==> config.mk <==
export PLATFORM = sky130hd
export DESIGN_NAME = alu_mul_sequencer_flat
export DESIGN_NICKNAME = d
export VERILOG_FILES = /design/src/rtl/alu_mul_sequencer_if.sv /design/src/rtl/alu_mul_sequencer.sv /design/src/flat_wrapper.sv
export SDC_FILE = /design/constraint.sdc
export NUM_CORES = 1
export LEC_CHECK = 0
export CORE_ASPECT_RATIO = 0.6
export CORE_MARGIN = 4
export CORE_UTILIZATION = 43
export DETAILED_ROUTE_END_ITERATION = 10
export GPL_TIMING_DRIVEN = 0
export HOLD_SLACK_MARGIN = 0.06
export PLACE_DENSITY = 0.89
export SLEW_MARGIN = 20
export SYNTH_ARGS = -nofsm -noshare
export SYNTH_HDL_FRONTEND = slang
export SYNTH_SLANG_ARGS = --single-unit
==> constraint.sdc <==
create_clock -name clk -period 1.61 [get_ports clk]
set_input_delay 0.4025 -clock clk [delete_from_list [all_inputs] [get_ports clk]]
set_output_delay 0.4025 -clock clk [all_outputs]
set_load 0.005 [all_outputs]
==> src/rtl/alu_mul_sequencer_if.sv <==
// Request, response and ALU-drive signals of the shift-add multiply sequencer.
// The sequencer connects through the slave modport; its issue side and the ALU connect through master.
interface alu_mul_sequencer_if #(
  parameter int WIDTH = 16
);
  logic             in_valid;
  logic             in_ready;
  logic [WIDTH-1:0] in_a;
  logic [WIDTH-1:0] in_b;
  logic             out_valid;
  logic             out_ready;
  logic [WIDTH-1:0] out_prod;
  logic [WIDTH-1:0] alu_a;
  logic [WIDTH-1:0] alu_b;
  logic [3:0]       alu_op;
  logic [WIDTH-1:0] alu_s;

  modport master (
    output in_valid, in_a, in_b, out_ready, alu_s,
    input  in_ready, out_valid, out_prod, alu_a, alu_b, alu_op
  );

  modport slave (
    input  in_valid, in_a, in_b, out_ready, alu_s,
    output in_ready, out_valid, out_prod, alu_a, alu_b, alu_op
  );
endinterface

==> src/rtl/alu_mul_sequencer.sv <==
// Multiplier that borrows the shared ALU, one ADD/SLL/SRL per clock in a shift-add loop.
// Returns the low WIDTH bits of a*b, so signed and unsigned operands give the same result.
//
//   state   | meaning
//   --------+---------------------------------------------------------
//   st_idle | ready for a request; an accept loads operands, clears acc
//   st_step | finish when mplier is zero, otherwise pick ADD or SHL
//   st_add  | acc <= acc + mcand
//   st_shl  | mcand <= mcand << 1
//   st_shr  | mplier <= mplier >> 1
//   st_done | product held on out_prod until out_ready
module alu_mul_sequencer #(
  parameter int         WIDTH  = 16,
  parameter logic [3:0] OP_ADD = 4'b0011,
  parameter logic [3:0] OP_SLL = 4'b0101,
  parameter logic [3:0] OP_SRL = 4'b0111
) (
  input logic                 clk,
  input logic                 rst_n,
  alu_mul_sequencer_if.slave  bus
);

  typedef enum logic [2:0] {
    st_idle,
    st_step,
    st_add,
    st_shl,
    st_shr,
    st_done
  } state_t;

  state_t           state;
  logic [WIDTH-1:0] acc;
  logic [WIDTH-1:0] mcand;
  logic [WIDTH-1:0] mplier;
  logic             in_ready_q;
  logic             out_valid_q;
  logic [WIDTH-1:0] out_prod_q;

  always_ff @(posedge clk or negedge rst_n) begin
    if (!rst_n) begin
      state       <= st_idle;
      acc         <= '0;
      mcand       <= '0;
      mplier      <= '0;
      in_ready_q  <= 1'b1;
      out_valid_q <= 1'b0;
      out_prod_q  <= '0;
    end else begin
      case (state)
        st_idle: begin
          if (bus.in_valid) begin
            mcand      <= bus.in_a;
            mplier     <= bus.in_b;
            acc        <= '0;
            in_ready_q <= 1'b0;
            state      <= st_step;
          end
        end
        st_step: begin
          // An exhausted multiplier ends the loop, so no iteration counter is needed.
          if (mplier == '0) begin
            out_valid_q <= 1'b1;
            out_prod_q  <= acc;
            state       <= st_done;
          end else if (mplier[0]) begin
            state <= st_add;
          end else begin
            state <= st_shl;
          end
        end
        st_add: begin
          acc   <= bus.alu_s;
          state <= st_shl;
        end
        st_shl: begin
          mcand <= bus.alu_s;
          state <= st_shr;
        end
        st_shr: begin
          mplier <= bus.alu_s;
          state  <= st_step;
        end
        st_done: begin
          if (bus.out_ready) begin
            out_valid_q <= 1'b0;
            in_ready_q  <= 1'b1;
            state       <= st_idle;
          end
        end
        default: begin
          in_ready_q  <= 1'b1;
          out_valid_q <= 1'b0;
          state       <= st_idle;
        end
      endcase
    end
  end

  // The ALU returns its result in the same cycle, so its inputs must be combinational.
  always_comb begin
    bus.alu_a  = '0;
    bus.alu_b  = '0;
    bus.alu_op = OP_ADD;
    case (state)
      st_add: begin
        bus.alu_a  = acc;
        bus.alu_b  = mcand;
        bus.alu_op = OP_ADD;
      end
      st_shl: begin
        bus.alu_a  = mcand;
        bus.alu_b  = WIDTH'(1);
        bus.alu_op = OP_SLL;
      end
      st_shr: begin
        bus.alu_a  = mplier;
        bus.alu_b  = WIDTH'(1);
        bus.alu_op = OP_SRL;
      end
      default: begin
        bus.alu_a  = '0;
        bus.alu_b  = '0;
        bus.alu_op = OP_ADD;
      end
    endcase
  end

  assign bus.in_ready  = in_ready_q;
  assign bus.out_valid = out_valid_q;
  assign bus.out_prod  = out_prod_q;

endmodule

==> src/flat_wrapper.sv <==
// flat-port wrapper written by rule: the top's interface ports become plain ports
module alu_mul_sequencer_flat 
#(
  parameter int         WIDTH  = 16,
  parameter logic [3:0] OP_ADD = 4'b0011,
  parameter logic [3:0] OP_SLL = 4'b0101,
  parameter logic [3:0] OP_SRL = 4'b0111
)
  (clk, rst_n, bus_in_valid, bus_in_a, bus_in_b, bus_out_ready, bus_alu_s, bus_in_ready, bus_out_valid, bus_out_prod, bus_alu_a, bus_alu_b, bus_alu_op);
  alu_mul_sequencer_if #(.WIDTH(WIDTH)) bus_i ();
  input logic clk;
  input logic rst_n;
  input wire logic [$bits(bus_i.in_valid)-1:0] bus_in_valid;
  input wire logic [$bits(bus_i.in_a)-1:0] bus_in_a;
  input wire logic [$bits(bus_i.in_b)-1:0] bus_in_b;
  input wire logic [$bits(bus_i.out_ready)-1:0] bus_out_ready;
  input wire logic [$bits(bus_i.alu_s)-1:0] bus_alu_s;
  output wire logic [$bits(bus_i.in_ready)-1:0] bus_in_ready;
  output wire logic [$bits(bus_i.out_valid)-1:0] bus_out_valid;
  output wire logic [$bits(bus_i.out_prod)-1:0] bus_out_prod;
  output wire logic [$bits(bus_i.alu_a)-1:0] bus_alu_a;
  output wire logic [$bits(bus_i.alu_b)-1:0] bus_alu_b;
  output wire logic [$bits(bus_i.alu_op)-1:0] bus_alu_op;
  assign bus_i.in_valid = bus_in_valid;
  assign bus_i.in_a = bus_in_a;
  assign bus_i.in_b = bus_in_b;
  assign bus_i.out_ready = bus_out_ready;
  assign bus_i.alu_s = bus_alu_s;
  assign bus_in_ready = bus_i.in_ready;
  assign bus_out_valid = bus_i.out_valid;
  assign bus_out_prod = bus_i.out_prod;
  assign bus_alu_a = bus_i.alu_a;
  assign bus_alu_b = bus_i.alu_b;
  assign bus_alu_op = bus_i.alu_op;
  alu_mul_sequencer #(.WIDTH(WIDTH), .OP_ADD(OP_ADD), .OP_SLL(OP_SLL), .OP_SRL(OP_SRL)) u_core (.clk(clk), .rst_n(rst_n), .bus(bus_i));
endmodule
Word-level counts from Yosys, hierarchy flattened
Cells that the tools add are included.

Muxes and demuxes: 20. Bitwise operators: 2. Eq/ne operators: 8. Reduce and logical (&&, ||, !) cells: 15.

Operator list (number): case mux 16 bit (2 select lines) (4); two-way mux 16 bit (3); case mux 16 bit (3 select lines) (1); case mux 3 bit (6 select lines) (1); logical NOT 16 bit (1); AND reduction 2 bit (5); two-way mux 3 bit (3); OR reduction 4 bit (2); equality test 3 x 2 -> 1 bit (second input constant) (2); equality test 3 bit (second input constant) (2); case mux 1 bit (3 select lines) (2); case mux 3 bit (2 select lines) (1); AND reduction 3 bit (2); nonzero test 2 bit (3); two-way mux 1 bit (5); != test 2 bit (second input constant) (2); equality test 3 x 1 -> 1 bit (second input constant) (1); logical NOT 3 bit (1); != test 2 x 1 -> 1 bit (second input constant) (1); NOT 1 bit (2); OR reduction 2 bit (1).

Bits in registers: 69. Bits of input ports: 52. Word-level logic and storage cells: 52. Output and inout port bits: 54.

Depth between registers and ports, before layout
Gate-level depths: netlist (run 1).

Depth after elaboration: 4. Mapped depth: 7. Depth with buffers taken out: 4.

Least setup slack after synthesis (run 1)
OpenSTA, ideal clock, no wires.

Path type: reg2out. Start point: register u_core.state[1]. End point: output port bus_alu_a[1]. Stages on the path, launching flop included: 8. Required time: 1207 ps. Setup slack: -82 ps. Path buffers: 3. Data arrival time: 1289 ps. Cells stage by stage: dfrtp_1 -> buf_4 -> nor2_1 -> and2_1 -> buf_2 -> buf_2 -> nand2_1 -> o21ai_0.

Longest elaborated chain between the ends: 2. Elaborated cells between the ends (all ways): 4. Those cells by class: eq/ne: 3; mux: 1.

RTL lines: from (decl) (line alu_mul_sequencer.sv:32) `state_t state;`; from (signal assigned) (line alu_mul_sequencer.sv:42) `state <= st_idle;`; from (signal assigned) (line alu_mul_sequencer.sv:57) `state <= st_step;`; from (signal assigned) (line alu_mul_sequencer.sv:65) `state <= st_done;`; equality test 3 bit or equality test 3 x 2 -> 1 bit (tied branches) (line alu_mul_sequencer.sv:105) `case (state)`; case mux 16 bit (3 select lines) (*) (line alu_mul_sequencer.sv:105); to (decl) (line flat_wrapper.sv:21) `output wire logic [$bits(bus_i.alu_a)-1:0] bus_alu_a;`.

Every way passes the cells marked *; elsewhere a longest branch is shown, timed or not.

Worst setup path after layout (run 1)
Start point: register u_core.state[1]. End point: output port bus_alu_a[7].

Same word-level chain as after synthesis.

==> flow_summary.json, run 1 <==
{
  "drv_cap": 0,
  "path_max_fanout": 6,
  "final_nets": 604,
  "regToRegSetupSlack_ps": -770,
  "tritoncts": "yes",
  "syn_inst": 356,
  "cts_sinks": 69,
  "fin_ws_ps": -790,
  "drive_gt1_frac": 0.490,
  "syn_area_sq_um": 3550,
  "grt_pass1_vias": 4184,
  "wl_per_cell_um": 30.3,
  "drt_iter0_drc": 800,
  "placementRows": 25,
  "required_ps": 1210,
  "seq_area_frac_synth": 0.487,
  "min_period_over_period": 1.49,
  "clockBufferDepth": 2,
  "grt_pass1_wl_um": 24600,
  "fin_setup_tns_ps": -42970,
  "rsz0062_at_grt": "true",
  "critical_path_class": "reg -> out",
  "setup_viol": 102,
  "violations": "setup timing",
  "ff2ff_path_depth": 8,
  "numCtsBuffers": 9,
  "ant_nets": 0,
  "port_buffers": 103,
  "area_delta_synth_final_pct": 84.6,
  "arrival_ps": 2000,
  "die_h_um": 78.4,
  "synthesis.nets": 408,
  "final_cells": 665,
  "synth.avg_cell_area_sq_um": 9.96,
  "ir_drop_uv": 1050,
  "routed_wl_um": 20200,
  "core_area_sq_um": 7950,
  "grt_max_degree": 59,
  "r2r-start": "u_core.state[1]",
  "htree_levels": 3,
  "die-area_sq_um": 9810,
  "leakagePower_uw": 0.00314,
  "insertion_delay_ps": 350,
  "finish.instance_area_sq_um": 6550,
  "cts-root-buf": "clkbuf_16",
  "power.density_nw_per_um2": 1940,
  "yosys_warnings": 0,
  "fmax_mhz": 417,
  "track_usage": 0.332,
  "initial_utilization": 0.446,
  "tightest_slew_ps": 562,
  "clk_pin_slew_ps": 60,
  "overflow": 0,
  "drc": 0,
  "vias": 4434,
  "relSlewSlack": 0.614,
  "dp_hpwl_um": 8320,
  "dr.pass1.iters": 6,
  "place_congestion": 0.942,
  "skew_ps": 10.2,
  "diodes": 0,
  "yosysUniqueCellTypes": 31,
  "hold_viol": 0,
  "endpoint_kind": "primary output",
  "post-route-min-period_ps": 2400,
  "placed_cell_area_sq_um": 4750,
  "viasPerCell": 6.67,
  "r2r-end": "u_core.mplier[9]",
  "die_w_um": 125,
  "ys_ff_latch": 69,
  "io_pins": 106,
  "cp-startpoint": "u_core.state[1]",
  "startpoint_type": "register",
  "slew_violations": 0,
  "totalPowerFinal_uw": 12700,
  "min_path_type": "in -> async",
  "dp.cells": 568,
  "run_status": "finished, violations left",
  "antenna_found_initial": 0
}
[sequential cells by signal, indices dropped and copies added, names as in the netlist]
register	cells
u_core.acc	16
u_core.bus.out_prod	16
u_core.mcand	16
u_core.mplier	16
u_core.state	3
u_core.bus.in_ready	1
u_core.bus.out_valid	1
[synth_stat cells]
cell      count  area, sq um
nand2_1      71          267
dfrtp_1      68         1700
mux2i_1      48          480
o21ai_0      43          215
nor2_1       22         82.6
a21oi_1      19         95.1
and2_1       16          100
buf_2        11         55.1
clkbuf_1      9         33.8
mux2_4        9          135
mux2_2        7         78.8
o21ai_1       7         35.0
buf_4         4         30.0
nor4_2        3         37.5
buf_6         2         22.5
conb_1        2         7.51
a21o_1        1         7.51
a21o_2        1         8.76
a221oi_1      1         8.76
buf_12        1         20.0
dfstp_2       1         26.3
nand2b_1      1         6.26
nand3_1       1         5.00
nand3b_1      1         7.51
nand4_2       1         12.5
nor2_4        1         11.3
nor3_1        1         5.00
nor4_4        1         21.3
nor4b_2       1         15.0
o32ai_1       1         8.76
or2_2         1         6.26
[layout by cell type, fill, tap and decap left out, drive strengths merged, types with 2 or more instances in the layout]
cell type	synthesis	layout
mux2	16	16
o21ai	50	50
conb	2	2
dlymetal6s2s	0	9
and2	16	16
a21o	2	2
dfrtp	68	68
clkinv	0	2
mux2i	48	48
nand2	71	71
or2	1	2
nor2	23	23
buf	18	133
a21oi	19	19
nor4	4	4
dlygate4sd2	0	9
clkbuf	9	22
clkdlybuf4s50	0	50
[worst max path at each step]
stage,to,cells after the start,slack (ps)
5_1_grt,bus_alu_a[14],9,-780
3_3_place_gp,u_core.bus.out_prod[12],1,-2120
6_report,bus_alu_a[7],9,-790
4_1_cts,bus_alu_a[15],9,-520
2_1_floorplan,u_core.bus.out_prod[10],5,-50
3_5_place_dp,bus_alu_b[5],6,-1110
[power by group]
group / switching (uW) / internal (uW) / total, uW / leakage, uW
Sequential: 921 / 2380 / 3300 / 0.000861
Combinational: 3750 / 3710 / 7450 / 0.00214
Clock: 809 / 1130 / 1930 / 0.000137
[metal layers]
metal  vias up  track usage  share of wire
li1       1604            -              -
met1      2102        0.418           0.37
met2       561        0.495           0.41
met3       167        0.122           0.15
met4         0        0.192          0.074
met5         -            0              0
[cell type report]
type                            instances  area [sq um]
Sequential cell                        69          1730
Tap cell                              108           135
Buffer                                 23           342
Timing Repair Buffer                  188          1910
Fill cell                             376          1400
Clock inverter                          2          10.0
Multi-Input combinational cell        261          2150
Clock buffer                           14           264
[cell families after synthesis]
group	after synthesis	share of synthesized area
compound gates	73	0.107
buf+inv	27	0.0455
flops	69	0.487
mux	64	0.196
other cells	2	0.00212
simple gates	121	0.163
[stage by stage]
step	worst slack, ps	util	hold slack, ps
CTS	-524	0.739	456
global placement	-2120	0.595	471
finish	-790	0.824	441
detailed placement	-1110	0.598	262
global route	-783	0.824	455
floorplan	-45.1	-	107
[critical path, stage by stage (launching register included)]
cell and delay, ps:
dfrtp_1 420, buf_6 150, buf_12 120, nor2_4 110, and2_4 190, buf_8 160, buf_8 150, nand2_2 80
o21ai_1 110, buf_2 150
[timing repair]
item                                    in CTS  in global routing
gates cloned                                 4                  5
hold endpoints to repair                    11                  0
resized for setup                          285                132
hold buffers                                 1                  0
pin swaps                                   14                 27
buffers inserted                            53                 27
endpoints found under the setup margin     104                108
Note: power is estimated with default switching activity, not from simulation.
==> run 2, diff against run 1 <==
--- a/config.mk
+++ b/config.mk
@@ -12,6 +12,7 @@
 export GPL_TIMING_DRIVEN = 0
 export HOLD_SLACK_MARGIN = 0.06
 export PLACE_DENSITY = 0.89
+export SETUP_SLACK_MARGIN = 0.05
 export SLEW_MARGIN = 20
 export SYNTH_ARGS = -nofsm -noshare
 export SYNTH_HDL_FRONTEND = slang
==> flow_summary.json, run 2 (same netlist as run 1, synthesis figures left out) <==
{
  "run_status": "finished, violations left",
  "violations": "setup timing",
  "cts-root-buf": "clkbuf_16",
  "hold_viol": 0,
  "initial_utilization": 0.446,
  "track_usage": 0.315,
  "antenna_found_initial": 0,
  "cp_cell_sequence": "buf_6 > nand2b_4 > nor2_4 > clkbuf_8 > buf_6 > and2_1 > buf_2",
  "ff_latch_area_sq_um": 1730,
  "critical_path_class": "reg -> out",
  "leakagePower_uw": 0.00295,
  "final_nets": 594,
  "port_buffers": 103,
  "slowest_delay_ps": 420,
  "drive_gt1_frac": 0.452,
  "clk_pin_slew_ps": 60,
  "numCtsBuffers": 9,
  "drt_iter0_drc": 575,
  "die_h_um": 78.4,
  "final_cells": 655,
  "multi_input_area_sq_um": 2060,
  "post-route-min-period_ps": 2220,
  "fin_ws_ps": -605,
  "tritoncts": "yes",
  "viasPerCell": 6.24,
  "power.density_nw_per_um2": 1890,
  "tightest_slew_ps": 580,
  "die-area_sq_um": 9810,
  "cts_sinks": 69,
  "n_fill_cell": 422,
  "required_ps": 1210,
  "grt_pass1_wl_um": 23500,
  "ant_nets": 0,
  "htree_levels": 3,
  "dr.pass1.iters": 5,
  "final_cell_mix": "dfrtp_1 (67), nand2_1 (52), clkdlybuf4s50_1 (50)",
  "cp_slowest_cell": "dfrtp_1",
  "dp.cells": 568,
  "place_congestion": 0.847,
  "path_max_fanout": 4,
  "placementRows": 25,
  "dp_hpwl_um": 8260,
  "min_path_type": "in -> async",
  "die_w_um": 125,
  "ir_drop_uv": 759,
  "io_pins": 106,
  "vias": 4086,
  "area_delta_synth_final_pct": 75.7,
  "overflow": 0,
  "startpoint_type": "register",
  "fin_util": 0.784,
  "core_area_sq_um": 7950,
  "layout_commonest_cell": "dfrtp_1",
  "hold_ws_ps": 500,
  "arrival_ps": 1810,
  "rsz0062_at_grt": "true",
  "path_buf_inv": 4,
  "diodes": 0,
  "drv_cap": 0,
  "fmax_mhz": 451,
  "skew_ps": 9.47,
  "insertion_delay_ps": 340,
  "grt_pass1_vias": 4015,
  "cp_common_cell": "buf_6",
  "wl_per_cell_um": 26.6,
  "drc": 0,
  "endpoint_kind": "primary output",
  "setup_viol": 99,
  "relSlewSlack": 0.613,
  "min_period_over_period": 1.38,
  "slew_violations": 0,
  "grt_max_degree": 51,
  "cpLargestDelayFamily": "buffers and inverters",
  "routed_wl_um": 17400,
  "place_ws_ps": -858,
  "clockBufferDepth": 2
}
-- run 2: cell types whose count changed in the layout (fill, tap and decap cells not counted), moves of 6 or more --
cell            change
nor2_2             -11
buf_6               -8
buf_2               +6
mux2i_4             -7
o21ai_0             -8
nor2_1             +12
o21ai_2             +7
dlymetal6s2s_1      -9
dlygate4sd2_1       +9
-- run 2: what timing repair did --
action	CTS	global route
gates resized for setup	298	82
gates cloned	4	3
hold buffers	1	0
pin swaps	21	32
endpoints found under the setup margin	118	100
buffers inserted	54	11
endpoints found under the hold margin	19	0
-- run 2: final timing paths --
| path | startpoint | to | slack [ps] | cells after the start |
|---|---|---|---|---|
| worst min-delay path | rst_n | u_core.bus.out_prod[15] | 500 | 2 |
| max in group asynchronous | rst_n | u_core.bus.in_ready | 500 | 3 |
| worst min register to register | u_core.bus.out_valid | u_core.bus.out_valid | 500 | 1 |
| worst max register to register | u_core.state[2] | u_core.mplier[6] | -460 | 8 |
| min in group clk | u_core.bus.out_valid | u_core.bus.out_valid | 500 | 1 |
| worst max-delay path | u_core.state[1] | bus_alu_b[3] | -610 | 7 |
-- run 2: power by group --
group	switching, uW	internal (uW)	total [uW]
clock network	792	1120	1910
logic	3370	3330	6690
registers	788	2370	3160
total	4950	6820	11800
-- run 2: final cells by class --
cell class / instances / area share
clock inverters: 4 / 0.00361
flip-flops and latches: 69 / 0.277
multi-input cells: 260 / 0.331
repair buffers: 177 / 0.275
clock buffers: 12 / 0.0412
plain buffers: 25 / 0.0504
well taps: 108 / 0.0217
-- run 2: metrics by stage --
| stage | setup TNS (ps) | instance area (sq um) | power, uW |
|---|---|---|---|
| floorplan | -406 | 3580 | 4970 |
| global placement | -194520 | 4740 | 6520 |
| detailed placement | -53140 | 4770 | 6740 |
| CTS | -20730 | 5860 | 10100 |
| global route | -36730 | 6230 | 12100 |
| finish | -33570 | 6230 | 11800 |
-- run 2: routing by layer --
layer,vias up,GRT usage,part of all wire
met5,-,0,0
met4,0,0.146,0.064
met3,112,0.114,0.13
met2,395,0.491,0.43
met1,1976,0.395,0.38
li1,1603,-,-
==> run 3, diff against run 2 <==
--- a/config.mk
+++ b/config.mk
@@ -11,6 +11,7 @@
 export DETAILED_ROUTE_END_ITERATION = 10
 export GPL_TIMING_DRIVEN = 0
 export HOLD_SLACK_MARGIN = 0.06
+export MAX_ROUTING_LAYER = met4
 export PLACE_DENSITY = 0.89
 export SETUP_SLACK_MARGIN = 0.05
 export SLEW_MARGIN = 20
==> flow_summary.json, run 3 (same netlist as run 1, synthesis figures left out) <==
{
  "run_status": "finished, violations left",
  "violations": "DRC, setup timing",
  "hold_path_end": "u_core.bus.out_valid",
  "drive_gt1_frac": 0.475,
  "cp_slowest_cell": "dfrtp_1",
  "hold_viol": 0,
  "holdPathStages": 1,
  "die_w_um": 125,
  "drv_cap": 0,
  "antenna_found_initial": 0,
  "final_cell_mix": "dfrtp_1 (60), nand2_1 (52), buf_4 (50), clkdlybuf4s50_1 (50), buf_6 (46)",
  "numCtsBuffers": 9,
  "slew_violations": 0,
  "dr.pass1.iters": 8,
  "startpoint_type": "register",
  "relSlewSlack": 0.640,
  "cpLargestDelayFamily": "buffers and inverters",
  "port_buffers": 103,
  "r2r-start": "u_core.mplier[13]",
  "cts_sinks": 69,
  "fmax_mhz": 440,
  "initial_utilization": 0.446,
  "drt_iter0_drc": 544,
  "hp-start": "u_core.bus.out_valid",
  "routed_wl_um": 19100,
  "insertion_delay_ps": 350,
  "area_delta_synth_final_pct": 80.0,
  "power.density_nw_per_um2": 1950,
  "grt_pass1_wl_um": 25800,
  "ff2ff_path_depth": 6,
  "path_max_fanout": 5,
  "min_path_type": "reg -> reg",
  "fin_util": 0.804,
  "die-area_sq_um": 9810,
  "core_area_sq_um": 7950,
  "fin_setup_tns_ps": -33960,
  "placementRows": 25,
  "hold_ws_ps": 501,
  "diodes": 0,
  "cp_cell_sequence": "buf_6 > nor2_4 > and2_4 > buf_8 > buf_8 > nand2_4 > o21ai_2 > buf_2",
  "tritoncts": "yes",
  "slowest_delay_ps": 420,
  "required_ps": 1210,
  "critical_path_class": "reg -> out",
  "rsz0062_at_grt": "true",
  "r2r-end": "u_core.bus.out_prod[5]",
  "tightest_slew_ps": 540,
  "skew_ps": 10.9,
  "setup_viol": 101,
  "vias": 4252,
  "viasPerCell": 6.42,
  "min_period_over_period": 1.41,
  "final_nets": 601,
  "wl_per_cell_um": 28.8,
  "place_congestion": 0.865,
  "path_buf_inv": 4,
  "dp_hpwl_um": 8420,
  "cts-root-buf": "clkbuf_16",
  "die_h_um": 78.4,
  "ant_nets": 0,
  "cp_common_cell": "buf_8",
  "clockBufferDepth": 2,
  "grt_pass1_vias": 4357,
  "clk_pin_slew_ps": 60,
  "leakagePower_uw": 0.00300,
  "n_fill_cell": 401,
  "fin_ws_ps": -661,
  "htree_levels": 3,
  "overflow": 0,
  "track_usage": 0.362,
  "layout_commonest_cell": "dfrtp_1",
  "grt_max_degree": 51,
  "post-route-min-period_ps": 2270,
  "regToRegSetupSlack_ps": -480,
  "ir_drop_uv": 968,
  "arrival_ps": 1870,
  "endpoint_kind": "primary output",
  "io_pins": 106,
  "drc": 2
}
## run 3: cell types whose count changed in the layout (fill, tap and decap cells not counted), sizes merged
cell,delta
bufinv,+1
clkinv,-1
clkbuf,-4
buf,+11
## run 3: routing by layer
metal / vias up / share of wire / GRT usage
met5: - / 0 / -
met4: 0 / 0.087 / 0.246
met3: 181 / 0.13 / 0.123
met1: 2003 / 0.37 / 0.424
met2: 464 / 0.41 / 0.532
li1: 1604 / - / -
## run 3: how the worst max path moves through the flow
| stage | to | cells after the start | startpoint |
|---|---|---|---|
| 5_1_grt | bus_alu_a[9] | 8 | u_core.state[1] |
| 3_3_place_gp | u_core.bus.out_prod[14] | 1 | rst_n |
| 2_1_floorplan | u_core.bus.out_prod[10] | 5 | u_core.mplier[9] |
| 3_5_place_dp | bus_alu_op[1] | 4 | u_core.state[2] |
| 6_report | bus_alu_a[9] | 8 | u_core.state[1] |
| 4_1_cts | bus_alu_a[1] | 8 | u_core.state[0] |
## run 3: through the flow
stage               cells  power, uW  setup slack, ps  cell area, sq um
finish                662      12500             -661              6390
global route          662      12700             -630              6390
CTS                   647      10600             -453              6070
detailed placement    568       6740             -891              4770
global placement      567       6520            -2120              4740
floorplan             356       4970            -45.1              3580
## run 3: power by group
| part | total (uW) | internal [uW] | leakage [uW] | switching [uW] |
|---|---|---|---|---|
| clock network | 2060 | 1240 | 0.000143 | 818 |
| logic | 7140 | 3560 | 0.00200 | 3580 |
| registers | 3260 | 2390 | 0.000856 | 869 |
## run 3: final cells by class
class / instances / area, sq um / area share
buffer: 25 / 360 / 0.0564
clock buffer: 12 / 246 / 0.0386
clock inverter: 4 / 47.5 / 0.00745
multi-input combinational: 260 / 2070 / 0.324
sequential: 69 / 1740 / 0.272
tap: 108 / 135 / 0.0212
timing repair buffer: 184 / 1790 / 0.280
## run 3: what timing repair did
action,4_1_cts,5_1_grt
hold buffers,1,0
pin swaps,23,8
cloned,6,2
resized for setup,333,70
endpoints found under the hold margin,19,0
setup endpoints to repair,118,99
setup buffers,57,16
